==> src/rtl/sync_fifo.sv <==
// Single-clock FIFO with programmable thresholds and occupancy count.
// FWFT selects registered read or first-word-fall-through output.
module sync_fifo #(
   parameter int WIDTH  = 8,
   parameter int DEPTH  = 16,
   parameter int AFULL  = 12,
   parameter int AEMPTY = 4,
   parameter int FWFT   = 0
) (
   input  logic                     clk,
   input  logic                     rst_n,
   input  logic                     wr_en,
   input  logic [WIDTH-1:0]         wr_data,
   input  logic                     rd_en,
   output logic [WIDTH-1:0]         rd_data,
   output logic                     rd_valid,
   output logic                     full,
   output logic                     empty,
   output logic                     almost_full,
   output logic                     almost_empty,
   output logic [$clog2(DEPTH):0]   count,
   output logic                     overflow,
   output logic                     underflow
);

   localparam int AW = $clog2(DEPTH);
   localparam int CW = AW + 1;

   logic [WIDTH-1:0] mem [0:DEPTH-1];
   logic [AW-1:0]    wr_ptr;
   logic [AW-1:0]    rd_ptr;
   logic             rd_ok;
   logic             wr_ok;
   logic [CW-1:0]    count_nxt;

   assign rd_ok     = rd_en && !empty;
   assign wr_ok     = wr_en && (!full || rd_ok);
   assign count_nxt = count + CW'(wr_ok) - CW'(rd_ok);

   // Storage write; contents survive reset.
   always_ff @(posedge clk) begin
      if (rst_n && wr_ok)
         mem[wr_ptr] <= wr_data;
   end

   // Pointers, occupancy and flags, all registered from next count.
   always_ff @(posedge clk) begin
      if (!rst_n) begin
         wr_ptr       <= '0;
         rd_ptr       <= '0;
         count        <= '0;
         empty        <= 1'b1;
         almost_empty <= 1'b1;
         full         <= 1'b0;
         almost_full  <= 1'b0;
         overflow     <= 1'b0;
         underflow    <= 1'b0;
      end else begin
         if (wr_ok)
            wr_ptr <= wr_ptr + AW'(1);
         if (rd_ok)
            rd_ptr <= rd_ptr + AW'(1);
         count        <= count_nxt;
         empty        <= (count_nxt == '0);
         full         <= (count_nxt == CW'(DEPTH));
         almost_full  <= (count_nxt >= CW'(AFULL));
         almost_empty <= (count_nxt <= CW'(AEMPTY));
         overflow     <= wr_en && !wr_ok;
         underflow    <= rd_en && !rd_ok;
      end
   end

   if (FWFT != 0) begin : g_fwft
      // Head word is presented directly; zero while empty.
      assign rd_valid = !empty;
      assign rd_data  = empty ? '0 : mem[rd_ptr];
   end else begin : g_reg
      // Registered read port: data lands one cycle after accepted read.
      always_ff @(posedge clk) begin
         if (!rst_n) begin
            rd_valid <= 1'b0;
            rd_data  <= '0;
         end else if (rd_ok) begin
            rd_valid <= 1'b1;
            rd_data  <= mem[rd_ptr];
         end else begin
            rd_valid <= 1'b0;
         end
      end
   end

endmodule
==> config.mk <==
export PLATFORM = sky130hd
export DESIGN_NAME = sync_fifo
export DESIGN_NICKNAME = d
export VERILOG_FILES = /design/src/rtl/sync_fifo.sv
export SDC_FILE = /design/constraint.sdc
export NUM_CORES = 1
export LEC_CHECK = 0
export CORE_ASPECT_RATIO = 1.5
export CORE_MARGIN = 8
export CORE_UTILIZATION = 40
export CTS_BUF_LIST = sky130_fd_sc_hd__clkbuf_8
export DETAILED_ROUTE_END_ITERATION = 7
export PLACE_DENSITY = 0.67
export SLEW_MARGIN = 10
export SYNTH_ARGS = -nofsm -noshare
export SYNTH_HDL_FRONTEND = slang
export SYNTH_SLANG_ARGS = --single-unit
==> constraint.sdc <==
create_clock -name clk -period 4.7 [get_ports clk]
set_input_delay 0.94 -clock clk [delete_from_list [all_inputs] [get_ports clk]]
set_output_delay 0.94 -clock clk [all_outputs]
set_load 0.03 [all_outputs]
=== Word-level counts from Yosys, hierarchy flattened ===
Memories as Yosys holds them, arrays and structs flattened. A register that Yosys moved wholly into a read port is not among the register bits.
Cells that the tools add are included.

* Equality and inequality tests: 1
* Add/subtract/negate cells: 4
* Muxes and demuxes: 3
* Order comparisons: 2
* Reduce and logical (&&, ||, !) cells: 12

{| class="wikitable"
|+ Operators by type and width
! operator !! count
|-
| adder 4 x 1 -> 4 bit, second input constant || 2
|-
| adder 5 x 1 -> 5 bit || 1
|-
| == test 5 bit, second input constant || 1
|-
| greater-or-equal comparator 5 x 4 -> 1 bit, second input constant || 1
|-
| less-or-equal comparator 5 x 3 -> 1 bit, second input constant || 1
|-
| logical AND 1 bit || 5
|-
| logical NOT 1 bit || 5
|-
| logical NOT 5 bit || 1
|-
| subtractor 5 x 1 -> 5 bit || 1
|-
| two-way mux 1 bit || 3
|-
| logical OR 1 bit || 1
|}

* Bits in registers: 20
* Memories: 1
* Output and inout port bits: 20
* Memory bits (writable): 128
* Input port bits: 12
* Word-level logic and storage cells: 33

{| class="wikitable"
|+ Memories
! memory !! depth !! bits a word !! rd ports !! clocked after Yosys merged registers in !! wr ports !! line !! text
|-
| mem || 16 || 8 || 1 || 1 || 1 || 29 || <nowiki>logic [WIDTH-1:0] mem [0:DEPTH-1];</nowiki>
|}

=== Depth between registers and ports, before layout ===
* Depth in word-level cells: 7
* Depth in mapped cells: 13
* Gate-level depth less buffers: 13

=== Worst setup path after synthesis ===
Ideal clock, no wire load.

* Path type: in2reg
* Start point: input rd_en
* End point: register full
* Data required time: 4.614 ns
* Path slack: 1.655 ns
* Buffers on the path: 0
* Setup time: 0.086 ns
* Arrival time: 2.959 ns
* Cell stages on the path: 12
* Cells stage by stage: nand2b_1 -> nand2_1 -> nand2_1 -> ha_1 -> inv_1 -> ha_1 -> inv_1 -> fa_1 -> nor2b_1 -> o21a_1 -> or4b_1 -> a211oi_1

* Longest elaborated chain between the ends: 6

{| class="wikitable"
|+ RTL lines
! what !! line !! text
|-
| from (decl) || 14 || <nowiki>input logic rd_en,</nowiki>
|-
| logical AND 1 bit (*) || 36 || <nowiki>assign rd_ok = rd_en && !empty;</nowiki>
|-
| logical OR 1 bit || 37 || <nowiki>assign wr_ok = wr_en && (!full || rd_ok);</nowiki>
|-
| logical AND 1 bit || 37 ||
|-
| adder 5 x 1 -> 5 bit || 38 || <nowiki>assign count_nxt = count + CW'(wr_ok) - CW'(rd_ok);</nowiki>
|-
| subtractor 5 x 1 -> 5 bit (*) || 38 ||
|-
| == test 5 bit (*) || 65 || <nowiki>full <= (count_nxt == CW'(DEPTH));</nowiki>
|-
| to (signal assigned) || 65 ||
|-
| to (decl) || 17 || <nowiki>output logic full,</nowiki>
|}

Every way passes the cells marked *; elsewhere a longest branch is shown, timed or not.
A chain may end at the register's enable or synchronous reset.

=== Worst setup path in the final report ===
* Start point: input rd_en
* End point: register almost_empty

* Longest elaborated chain between the ends: 6

{| class="wikitable"
|+ RTL lines
! what !! line !! text
|-
| logical AND 1 bit (*) || 36 ||
|-
| logical OR 1 bit || 37 ||
|-
| logical AND 1 bit || 37 ||
|-
| adder 5 x 1 -> 5 bit || 38 ||
|-
| subtractor 5 x 1 -> 5 bit (*) || 38 ||
|-
| less-or-equal comparator 5 x 3 -> 1 bit (*) || 67 || <nowiki>almost_empty <= (count_nxt <= CW'(AEMPTY));</nowiki>
|-
| to (signal assigned) || 67 ||
|-
| to (decl) || 20 || <nowiki>output logic almost_empty,</nowiki>
|}

Marks and branches as above.

==> results.cfg <==
[outcome]
status = finished, final reports clean

[global_route]
grt_pass1_vias = 3262
antenna_found_initial = 0
gr-total-overflow = 0
grt_pass1_wl_mm = 18.4
grtUsageTotal = 0.124
grt_max_degree = 27

[final_layout]
layout_commonest_cell = edfxtp_1
regArea_um2 = 4410
drive_above_1_share = 0.192
final_core_util = 0.461
area_delta_synth_final_pct = 14.7
num-fill-cells = 1312
nets = 406
mostFrequentLayoutCells = edfxtp_1, clkdlybuf4s50_1, dfxtp_1
antenna_cells = 0
multi_input_area_um2 = 1670

[flow_run]
max-cap-violations = 0

[synth]
yosys_most_used_dff = edfxtp_1
synth.avg_cell_area_um2 = 18.3
ys_warn_count = 0
synth_nets = 361
synthCells = 338
synth_seq_area_share = 0.710
async_flop_share = 0
synth_area_um2 = 6200
synthDistinctLibCells = 43
ys_ff_latch = 156
synth_enable_flop_cells = 128

[critical_path]
reg2reg_from = empty
reg2reg_to = almost_empty
critPathSlowestCell = or4b_1
arrival_ns = 3.61
cp_common_cell = nand2_1
critPathKind = primary input to flop
path_cells = clkdlybuf4s50_1, nand2b_1, nand2_1, nand2_1, ha_1, inv_1, ha_1, inv_1, fa_1, nor2b_1, o21a_1, or4b_1, nand2_1, a211oi_1
ff2ff_setup_slack_ns = 1.99
end_kind = flop
worstSetupStartpointType = primary input
max_stage_delay_ns = 0.52
critPathMaxFanout = 5
required_ns = 5.02
worst_r2r_path_depth = 13

[route]
wl_per_cell_um = 19.3
dr.pass1.iters = 4
wirelength_mm = 11.6
drtIter0Drc = 300
final_antenna_net_count = 0
drcViolationCount = 0
via_count = 3051
via_per_inst = 5.09

[power]
power.density_nw_per_um2 = 457
intPower_mw = 2.35
comb_power_share = 0.220
total_power_mw = 3.25
p_sw_uw = 905
p_leak_nw = 2.35
ir_worst_vdd_mv = 0.393
switching_share = 0.278
p_clk_frac = 0.278
pwr-share-seq = 0.502

[timing]
timing.fmax_mhz = 305
fin_ws_ns = 1.42
worstMarginPinSlew_ns = 0.922
skew_ns = 0.00986
finalSetupViolations = 0
relSlewSlack = 0.383
hold_viol = 0
period_needed_ns = 3.28
period_share = 0.698
rsz0062_at_grt = no
drv_slew = 0
tns_ns = 0

[clock_tree]
clkSlewWorstSetupHoldPaths_ns = 0.08
numCtsBuffers = 17
cts_resized = 0
insertion_delay_ns = 0.44
ctsHtreeMaxLevel = 4
root_buffer = clkbuf_8
cts_tree = built
post_cts_buffers = 0
clockBufferDepth = 2
clock-sinks = 156
ctsHoldBuffers = 0

[die]
die_h_um = 169
die_x_um = 118
start_util = 0.402
row_count = 56
pin_count = 32
coreArea_um2 = 15400
die-area_um2 = 19800

[placed_design]
dp_hpwl_mm = 8.16
gp_congestion = 0.754
pre_cts_ws_ns = 0.961
numPortBuffers = 31

[worst_hold_path]
min_path_cells = 2
hold_end = rd_data[6]
hold_path.startpoint = rd_data[6]
min_path_type = flop to flop
## metrics by stage
| step | instances | hold WS, ns | instance area, um2 |
|---|---|---|---|
| 2_1_floorplan | 338 | 0.489 | 6200 |
| 3_3_place_gp | 567 | 0.472 | 6750 |
| 3_5_place_dp | 567 | 0.475 | 6750 |
| 4_1_cts | 599 | 0.495 | 7110 |
| 5_1_grt | 599 | 0.528 | 7110 |
| 6_report | 599 | 0.490 | 7110 |
## layout make-up
| type | instances | area share |
|---|---|---|
| sequential | 156 | 0.619 |
| multi-input combinational | 157 | 0.234 |
| timing repair buffer | 41 | 0.0542 |
| clock buffer | 19 | 0.0368 |
| tap | 203 | 0.0357 |
| clock inverter | 13 | 0.0142 |
| inverter | 10 | 0.00528 |
## registers in the layout (all words and copies together), names as in the netlist
| register | count |
|---|---|
| rd_data | 8 |
| mem | 128 |
| rd_ptr | 4 |
| almost_empty | 1 |
| wr_ptr | 4 |
| count | 5 |
| almost_full | 1 |
| overflow | 1 |
| full | 1 |
| empty | 1 |
| rd_valid | 1 |
| underflow | 1 |
## synthesized netlist by cell type, types with 3 or more instances
cell type,count,area (um2)
nand2b_1,4,25.0
inv_1,8,30.0
and2_1,10,62.6
mux2_4,5,75.1
nor2b_1,3,18.8
mux2i_1,10,100
o21ai_1,6,30.0
nand3_1,3,15.0
buf_2,7,35.0
o21ai_0,3,15.0
nor2_1,16,60.1
xnor2_1,7,61.3
dfxtp_1,28,561
nand2_1,15,56.3
ha_1,10,125
a22oi_2,5,62.6
clkbuf_1,4,15.0
mux4_1,11,289
edfxtp_1,128,3840
a21boi_0,3,22.5
nor3_1,4,20.0
mux4_2,20,450
## routing by layer
layer | wire length, um | GRT usage | vias up
met2 | 6220 | 0.218 | 71
met3 | 495 | 0.0417 | 15
met5 | 0 | 0 | -
met1 | 4670 | 0.133 | 1553
met4 | 201 | 0.0537 | 0
li1 | - | - | 1412
## power groups by stage
stage                     clock network [mW]  registers [mW]  logic (mW)
after floorplan                            0            1.74       0.432
after global placement                     0            1.67       0.716
after detailed placement                   0            1.67       0.725
after CTS                              0.922            1.64       0.729
after global routing                   0.976            1.65       0.785
final                                  0.905            1.63       0.714
## worst max path at each step
stage / start / to / slack [ns] / cells after the start
after floorplan: rd_en / full / 1.66 / 12
after global placement: rd_en / almost_empty / 1.03 / 14
after detailed placement: rd_en / almost_empty / 0.96 / 14
after CTS: rd_en / almost_empty / 1.43 / 14
after global routing: rd_en / almost_empty / 1.26 / 14
final: rd_en / almost_empty / 1.42 / 14
## cell families after synthesis
group                    Yosys count  share of synthesized area
flip-flops                       156                      0.710
AND/OR/NAND/NOR                   60                     0.0472
multiplexers                      48                      0.151
AO/OA/AOI/OAI                     30                     0.0359
buffers and inverters             25                     0.0210
adder cells (fa/ha/maj)           11                     0.0234
XOR/XNOR                           8                     0.0113
## critical path: cells and delay by family
family                   cells  cell delay (ns)
AO/OA/AOI/OAI                2             0.25
AND/OR/NAND/NOR              6             1.15
adder cells (fa/ha/maj)      3             0.68
buffers and inverters        3             0.59
(Power assumes the default switching activity.)
